### src/rtl/regfile_writeback_pkg.sv
// Shared types and helpers for the register-file write-back arbiter.
package wb_pkg;
  localparam int XLEN   = 32;
  localparam int REG_AW = 5;
  localparam int NREGS  = 32;

  typedef struct packed {
    logic [REG_AW-1:0] rd;
    logic [XLEN-1:0]   data;
  } wb_req_t;

  // x0 is hardwired to zero, so it never appears as a pending write.
  function automatic logic [NREGS-1:0] onehot_rd(input logic [REG_AW-1:0] rd);
    logic [NREGS-1:0] m;
    m     = '0;
    m[rd] = 1'b1;
    m[0]  = 1'b0;
    return m;
  endfunction
endpackage

### src/rtl/regfile_writeback_if.sv
// Producer handshakes, register-file write port and busy mask of the write-back stage.
interface regfile_writeback_if #(parameter int XLEN = 32);
  import wb_pkg::*;

  logic              alu_valid;
  logic              alu_ready;
  logic [REG_AW-1:0] alu_rd;
  logic [XLEN-1:0]   alu_data;
  logic              ld_valid;
  logic              ld_ready;
  logic [REG_AW-1:0] ld_rd;
  logic [XLEN-1:0]   ld_data;
  logic              rf_we;
  logic [REG_AW-1:0] rf_rd;
  logic [XLEN-1:0]   rf_wdata;
  logic [NREGS-1:0]  busy_mask;

  modport master (
    output alu_valid, alu_rd, alu_data, ld_valid, ld_rd, ld_data,
    input  alu_ready, ld_ready, rf_we, rf_rd, rf_wdata, busy_mask
  );

  modport slave (
    input  alu_valid, alu_rd, alu_data, ld_valid, ld_rd, ld_data,
    output alu_ready, ld_ready, rf_we, rf_rd, rf_wdata, busy_mask
  );
endinterface

### src/rtl/regfile_writeback_fifo.sv
// In-order load-result queue; exposes per-entry valid/rd for hazard and busy tracking.
module wb_fifo
  import wb_pkg::*;
#(
  parameter int DEPTH = 4
) (
  input  logic                         clk,
  input  logic                         reset_n,
  input  logic                         push_i,
  input  wb_req_t                      push_req_i,
  input  logic                         pop_i,
  output logic                         full_o,
  output logic                         empty_o,
  output wb_req_t                      head_o,
  output logic [DEPTH-1:0]             ent_vld_o,
  output logic [DEPTH-1:0][REG_AW-1:0] ent_rd_o
);
  localparam int PW = $clog2(DEPTH);

  wb_req_t          mem_q [DEPTH];
  logic [PW-1:0]    wr_ptr_q, wr_ptr_d;
  logic [PW-1:0]    rd_ptr_q, rd_ptr_d;
  logic [DEPTH-1:0] vld_q, vld_d;

  // Push and pop never target the same slot: push requires not-full, pop requires not-empty.
  always_comb begin
    wr_ptr_d = wr_ptr_q;
    rd_ptr_d = rd_ptr_q;
    vld_d    = vld_q;
    if (push_i) begin
      vld_d[wr_ptr_q] = 1'b1;
      wr_ptr_d        = wr_ptr_q + PW'(1);
    end
    if (pop_i) begin
      vld_d[rd_ptr_q] = 1'b0;
      rd_ptr_d        = rd_ptr_q + PW'(1);
    end
  end

  always_ff @(posedge clk or negedge reset_n) begin
    if (!reset_n) begin
      wr_ptr_q <= '0;
      rd_ptr_q <= '0;
      vld_q    <= '0;
    end else begin
      wr_ptr_q <= wr_ptr_d;
      rd_ptr_q <= rd_ptr_d;
      vld_q    <= vld_d;
    end
  end

  always_ff @(posedge clk) begin
    if (push_i) mem_q[wr_ptr_q] <= push_req_i;
  end

  always_comb begin
    for (int i = 0; i < DEPTH; i++) ent_rd_o[i] = mem_q[i].rd;
  end

  assign ent_vld_o = vld_q;
  assign full_o    = &vld_q;
  assign empty_o   = ~|vld_q;
  assign head_o    = mem_q[rd_ptr_q];
endmodule

### src/rtl/regfile_writeback.sv
// Merges ALU and queued load results into one registered register-file write per cycle,
// keeping WAW order between the paths and publishing a pending-write mask.
module regfile_writeback
  import wb_pkg::*;
#(
  parameter int XLEN  = wb_pkg::XLEN,
  parameter int DEPTH = 4
) (
  input  logic               clk,
  input  logic               reset_n,
  regfile_writeback_if.slave wb
);
  logic                         full, empty;
  wb_req_t                      head, push_req;
  logic [DEPTH-1:0]             ent_vld;
  logic [DEPTH-1:0][REG_AW-1:0] ent_rd;
  logic                         hit, alu_take, ld_take, pop;

  logic              rf_we_q, rf_we_d;
  logic [REG_AW-1:0] rf_rd_q, rf_rd_d;
  logic [XLEN-1:0]   rf_wdata_q, rf_wdata_d;
  logic [NREGS-1:0]  busy;

  // An ALU write to a register with an older queued load must wait for that load.
  always_comb begin
    hit = 1'b0;
    for (int i = 0; i < DEPTH; i++) begin
      if (ent_vld[i] && (ent_rd[i] == wb.alu_rd) && (wb.alu_rd != '0)) hit = 1'b1;
    end
  end

  assign wb.ld_ready  = !full;
  assign wb.alu_ready = !full && !hit;
  assign alu_take     = wb.alu_valid && wb.alu_ready;
  assign ld_take      = wb.ld_valid && wb.ld_ready;
  assign pop          = !alu_take && !empty;
  assign push_req     = '{rd: wb.ld_rd, data: wb.ld_data};

  wb_fifo #(.DEPTH(DEPTH)) u_fifo (
    .clk        (clk),
    .reset_n    (reset_n),
    .push_i     (ld_take),
    .push_req_i (push_req),
    .pop_i      (pop),
    .full_o     (full),
    .empty_o    (empty),
    .head_o     (head),
    .ent_vld_o  (ent_vld),
    .ent_rd_o   (ent_rd)
  );

  // x0 results are consumed but never drive the write port; address/data then hold.
  always_comb begin
    rf_we_d    = 1'b0;
    rf_rd_d    = rf_rd_q;
    rf_wdata_d = rf_wdata_q;
    if (alu_take) begin
      if (wb.alu_rd != '0) begin
        rf_we_d    = 1'b1;
        rf_rd_d    = wb.alu_rd;
        rf_wdata_d = wb.alu_data;
      end
    end else if (pop) begin
      if (head.rd != '0) begin
        rf_we_d    = 1'b1;
        rf_rd_d    = head.rd;
        rf_wdata_d = head.data;
      end
    end
  end

  always_ff @(posedge clk or negedge reset_n) begin
    if (!reset_n) begin
      rf_we_q    <= 1'b0;
      rf_rd_q    <= '0;
      rf_wdata_q <= '0;
    end else begin
      rf_we_q    <= rf_we_d;
      rf_rd_q    <= rf_rd_d;
      rf_wdata_q <= rf_wdata_d;
    end
  end

  always_comb begin
    busy = rf_we_q ? onehot_rd(rf_rd_q) : '0;
    for (int i = 0; i < DEPTH; i++) begin
      if (ent_vld[i]) busy = busy | onehot_rd(ent_rd[i]);
    end
  end

  assign wb.rf_we     = rf_we_q;
  assign wb.rf_rd     = rf_rd_q;
  assign wb.rf_wdata  = rf_wdata_q;
  assign wb.busy_mask = busy;
endmodule

### src/flat_wrapper.sv
// flat-port wrapper written by rule: the top's interface ports become plain ports
module regfile_writeback_flat import wb_pkg::*;
#(
  parameter int XLEN  = wb_pkg::XLEN,
  parameter int DEPTH = 4
)
  (clk, reset_n, wb_alu_valid, wb_alu_rd, wb_alu_data, wb_ld_valid, wb_ld_rd, wb_ld_data, wb_alu_ready, wb_ld_ready, wb_rf_we, wb_rf_rd, wb_rf_wdata, wb_busy_mask);
  regfile_writeback_if #(.XLEN(XLEN)) wb_i ();
  input  logic clk;
  input  logic reset_n;
  input wire logic [$bits(wb_i.alu_valid)-1:0] wb_alu_valid;
  input wire logic [$bits(wb_i.alu_rd)-1:0] wb_alu_rd;
  input wire logic [$bits(wb_i.alu_data)-1:0] wb_alu_data;
  input wire logic [$bits(wb_i.ld_valid)-1:0] wb_ld_valid;
  input wire logic [$bits(wb_i.ld_rd)-1:0] wb_ld_rd;
  input wire logic [$bits(wb_i.ld_data)-1:0] wb_ld_data;
  output wire logic [$bits(wb_i.alu_ready)-1:0] wb_alu_ready;
  output wire logic [$bits(wb_i.ld_ready)-1:0] wb_ld_ready;
  output wire logic [$bits(wb_i.rf_we)-1:0] wb_rf_we;
  output wire logic [$bits(wb_i.rf_rd)-1:0] wb_rf_rd;
  output wire logic [$bits(wb_i.rf_wdata)-1:0] wb_rf_wdata;
  output wire logic [$bits(wb_i.busy_mask)-1:0] wb_busy_mask;
  assign wb_i.alu_valid = wb_alu_valid;
  assign wb_i.alu_rd = wb_alu_rd;
  assign wb_i.alu_data = wb_alu_data;
  assign wb_i.ld_valid = wb_ld_valid;
  assign wb_i.ld_rd = wb_ld_rd;
  assign wb_i.ld_data = wb_ld_data;
  assign wb_alu_ready = wb_i.alu_ready;
  assign wb_ld_ready = wb_i.ld_ready;
  assign wb_rf_we = wb_i.rf_we;
  assign wb_rf_rd = wb_i.rf_rd;
  assign wb_rf_wdata = wb_i.rf_wdata;
  assign wb_busy_mask = wb_i.busy_mask;
  regfile_writeback #(.XLEN(XLEN), .DEPTH(DEPTH)) u_core (.clk(clk), .reset_n(reset_n), .wb(wb_i));
endmodule
### config.mk
export PLATFORM = sky130hd
export DESIGN_NAME = regfile_writeback_flat
export DESIGN_NICKNAME = d
export VERILOG_FILES = /design/src/rtl/regfile_writeback_pkg.sv /design/src/rtl/regfile_writeback_if.sv /design/src/rtl/regfile_writeback_fifo.sv /design/src/rtl/regfile_writeback.sv /design/src/flat_wrapper.sv
export SDC_FILE = /design/constraint.sdc
export NUM_CORES = 1
export LEC_CHECK = 0
export CAP_MARGIN = 25
export CORE_ASPECT_RATIO = 1.75
export CORE_MARGIN = 3
export CORE_UTILIZATION = 40
export DETAILED_ROUTE_END_ITERATION = 8
export PLACE_DENSITY = 0.69
export SYNTH_ARGS = -nofsm -noshare
export SYNTH_HDL_FRONTEND = slang
export SYNTH_SLANG_ARGS = --single-unit
### constraint.sdc
create_clock -name clk -period 3.95 [get_ports clk]
set_input_delay 0.79 -clock clk [delete_from_list [all_inputs] [get_ports clk]]
set_output_delay 0.79 -clock clk [all_outputs]
set_load 0.01 [all_outputs]
==> summary.md <==
| Metric | Value |
|---|---|
| Worst Path Required | `3.16 ns` |
| Cell taking the most area after synthesis | `edfxtp_1` |
| CTS tree | `yes` |
| Setup Skew | `0.0114 ns` |
| Total CTS buffers | `17` |
| MaxCap Viol Count | `0` |
| Clk buf depth | `2` |
| Post-synth EDFFs | `148` |
| Row cnt | `73` |
| Max-slew headroom | `40.1%` |
| Synthesized Nets | `784` |
| Final hold vios | `0` |
| Drt wl/cell | `23.7 um` |
| Final nets | `914` |
| Vias | `6702` |
| Synth top area share | `47.4%` |
| Crit path launch type | `input pin` |
| Syn avg cell area | `13.4 um^2` |
| Lkg Pwr | `4.09 nW` |
| Synth Flop Type | `edfxtp_1` |
| Synth cell types | `43` |
| Die Footprint | `25400 um^2` |
| Clk pin slew, worst setup/hold paths | `0.07 ns` |
| Met3 global-route usage | `2.96%` |
| Mapped Area | `9370 um^2` |
| Die Wd | `122 um` |
| Synth warn | `0` |
| Core Area | `22900 um^2` |
| Most Crowded Layer GR | `met2` |
| Layout cells sized above 1 | `16.5%` |
| Fillcell total | `1971` |
| Grt ovf | `0` |
| Final min period | `3.76 ns` |
| Via/cell ratio | `5.87` |
| Number of gates resized after CTS | `0` |
| Slew Viols, Final | `0` |
| Most frequent cell after synthesis | `edfxtp_1` |
| DRT Pass-1 Iters | `6` |
| F_max | `266 MHz` |
| Most frequent cells after synthesis | `edfxtp_1, o22ai_1, nor2_1` |
| Drc violations | `0` |
| PortBufs | `148` |
| Initial Util | `40.9%` |
| Final period util | `95.2%` |
| Cell count after synthesis | `698` |
| Yosys reg bits | `194` |
| Kind of critical path | `in -> out` |
| Remaining antenna violation count | `0` |
| Worst slew pin tran | `0.899 ns` |
| Critical path's slowest cell | `clkdlybuf4s50_1` |
| Pwr Density | `705 nW/um^2` |
| Vias in the first global route | `6932` |
| CP Launch Point | `wb_alu_rd[3]` |
| RSZ-0062 raised after global routing | `false` |
| Crit path top cell by count | `clkdlybuf4s50_1` |
| Post-DP HPWL | `19300 um` |
| Sequential cell area | `5600 um^2` |
| Status | `finished, final reports clean` |
| Clk Latency, worst-skew pair | `0.42 ns` |
| List of cells traversed by the critical path | `clkdlybuf4s50_1, xor2_1, nor4_1, and3_1, nor4_2, o21a_1, clkdlybuf4s50_1` |
| Top cells by area, synth | `edfxtp_1, dfrtp_1, mux4_2` |
| Iter 0 DRT Violations | `640` |
| Antenna violations before repair | `1` |
| Max FO, Critical Path | `6` |
| Worst r2r src | `u_core.u_fifo.mem_q[3][36]` |
| Slowest stage delay, CP | `0.68 ns` |
| Met1 Resource Use GR | `23.5%` |
| First-pass GRT wire length | `41000 um` |
| Die Ht | `209 um` |
| Layout area overhead | `24.8%` |
| Register area share after synthesis | `59.7%` |
| Hold Buf Count CTS | `0` |
| TNS Setup | `0 ns` |
| Area of the multi-input gates | `3320 um^2` |
| Met2 usage | `38.9%` |
| Hold Crit Class | `in -> async` |
| Final core occ | `51.0%` |
| Worst setup EP type | `primary output` |
| Placer congestion estimate | `0.990` |
| Top Ports | `150` |
| GRT Resource Usage Total | `21.6%` |
| Root buffer cell | `clkbuf_16` |
| Final wirelength | `27000 um` |
| VDD IR max | `0.442 mV` |
| Ys async rst share | `23.7%` |
| CTS Sinks | `194` |
| Crit path DAT | `2.97 ns` |
| Post-CTS Setup Inserts | `0` |
| H-Tree Depth | `4` |
| Largest net degree at the start of global routing | `38` |
| Final setup vio count | `0` |
==> logic make-up (layout without fill, tap and decap cells) <==
kind of cell	after synthesis	count (layout)	share of synthesized area [%]
AOI/OAI and AO/OA	146	146	11.5
xor gates and xnor gates	22	22	2.06
buffers and inverters	96	239	5.05
and+or+nand+nor	189	189	11.2
other	1	2	0.0400
adders and majority gates	8	8	1.07
DFF	194	194	59.7
muxes	42	42	9.45
==> placed cells by master, fill, tap and decap left out, types with 6 or more instances in the layout <==
| master | instances |
|---|---|
| edfxtp_1 | 148 |
| clkdlybuf4s50_1 | 147 |
| o22ai_1 | 51 |
| nor2_1 | 50 |
| dfrtp_1 | 44 |
| inv_1 | 40 |
| mux4_2 | 37 |
| a22oi_1 | 30 |
| a21oi_2 | 29 |
| nand3_1 | 26 |
| nand2_1 | 25 |
| nand3b_1 | 20 |
| nor3b_1 | 20 |
| clkbuf_16 | 17 |
| xor2_1 | 16 |
| o221ai_1 | 16 |
| buf_4 | 16 |
| and3_1 | 9 |
| a21oi_1 | 8 |
| ha_1 | 8 |
| xnor2_1 | 6 |
==> path summary, 6_finish.rpt <==
path | cells after the start | slack [ns] | endpoint
min in group clk | 2 | 0.52 | u_core.wb.rf_wdata[29]
worst min register to register | 2 | 0.52 | u_core.wb.rf_wdata[29]
worst max-delay path | 7 | 0.19 | wb_alu_ready
max in group asynchronous | 2 | 2.72 | u_core.u_fifo.wr_ptr_q[1]
worst max register to register | 6 | 0.75 | u_core.wb.rf_wdata[14]
worst min-delay path | 1 | 0.49 | u_core.wb.rf_wdata[6]
==> routing by layer <==
layer	part of all wire (%)	routed length (um)	vias up
met4	6.0	1620	0
li1	-	-	2944
met3	4.7	1260	90
met1	36	9630	3318
met5	0	0	-
met2	54	14500	350
==> report_power, final <==
part           internal, mW  leakage (nW)  total (mW)  switching, mW
sequential             2.78          1.88        3.27          0.490
combinational          1.56          1.93        3.27           1.71
clock                 0.960         0.282        1.71          0.749
==> stage by stage <==
stage / area [um^2] / hold slack, ns / power, mW / std cells / setup WS, ns
after floorplan: 9370 / 0.494 / 5.15 / 698 / 0.934
after global placement: 11100 / 0.507 / 6.55 / 1109 / 0.180
after detailed placement: 11100 / 0.511 / 6.59 / 1109 / 0.162
after CTS: 11700 / 0.509 / 8.31 / 1141 / 0.163
after global routing: 11700 / 0.539 / 8.67 / 1142 / 0.0690
final: 11700 / 0.493 / 8.25 / 1142 / 0.188
==> state kept, by name, indices dropped and copies added, names as in the netlist <==
| name | flops |
|---|---|
| u_core.u_fifo.wr_ptr_q | 2 |
| u_core.wb.rf_we | 1 |
| u_core.wb.rf_rd | 5 |
| u_core.u_fifo.rd_ptr_q | 2 |
| u_core.u_fifo.mem_q | 148 |
| u_core.wb.rf_wdata | 32 |
| u_core.u_fifo.ent_vld_o | 4 |
==> cell type report <==
cell class	instances	area share, %
diodes	1	0.0214
clock buffers	18	3.75
clock inverters	14	1.30
inverters	40	1.28
multi-input cells	408	28.4
flip-flops and latches	194	47.9
well taps	300	3.21
repair buffers	167	14.2
==> worst max-delay path: cells and delay by family <==
kind	cells	cell delay, ns
buf+inv	2	1.22
simple gates	3	0.58
xor+xnor	1	0.19
compound gates	1	0.18
No activity file was read; power rests on OpenSTA's default activity.
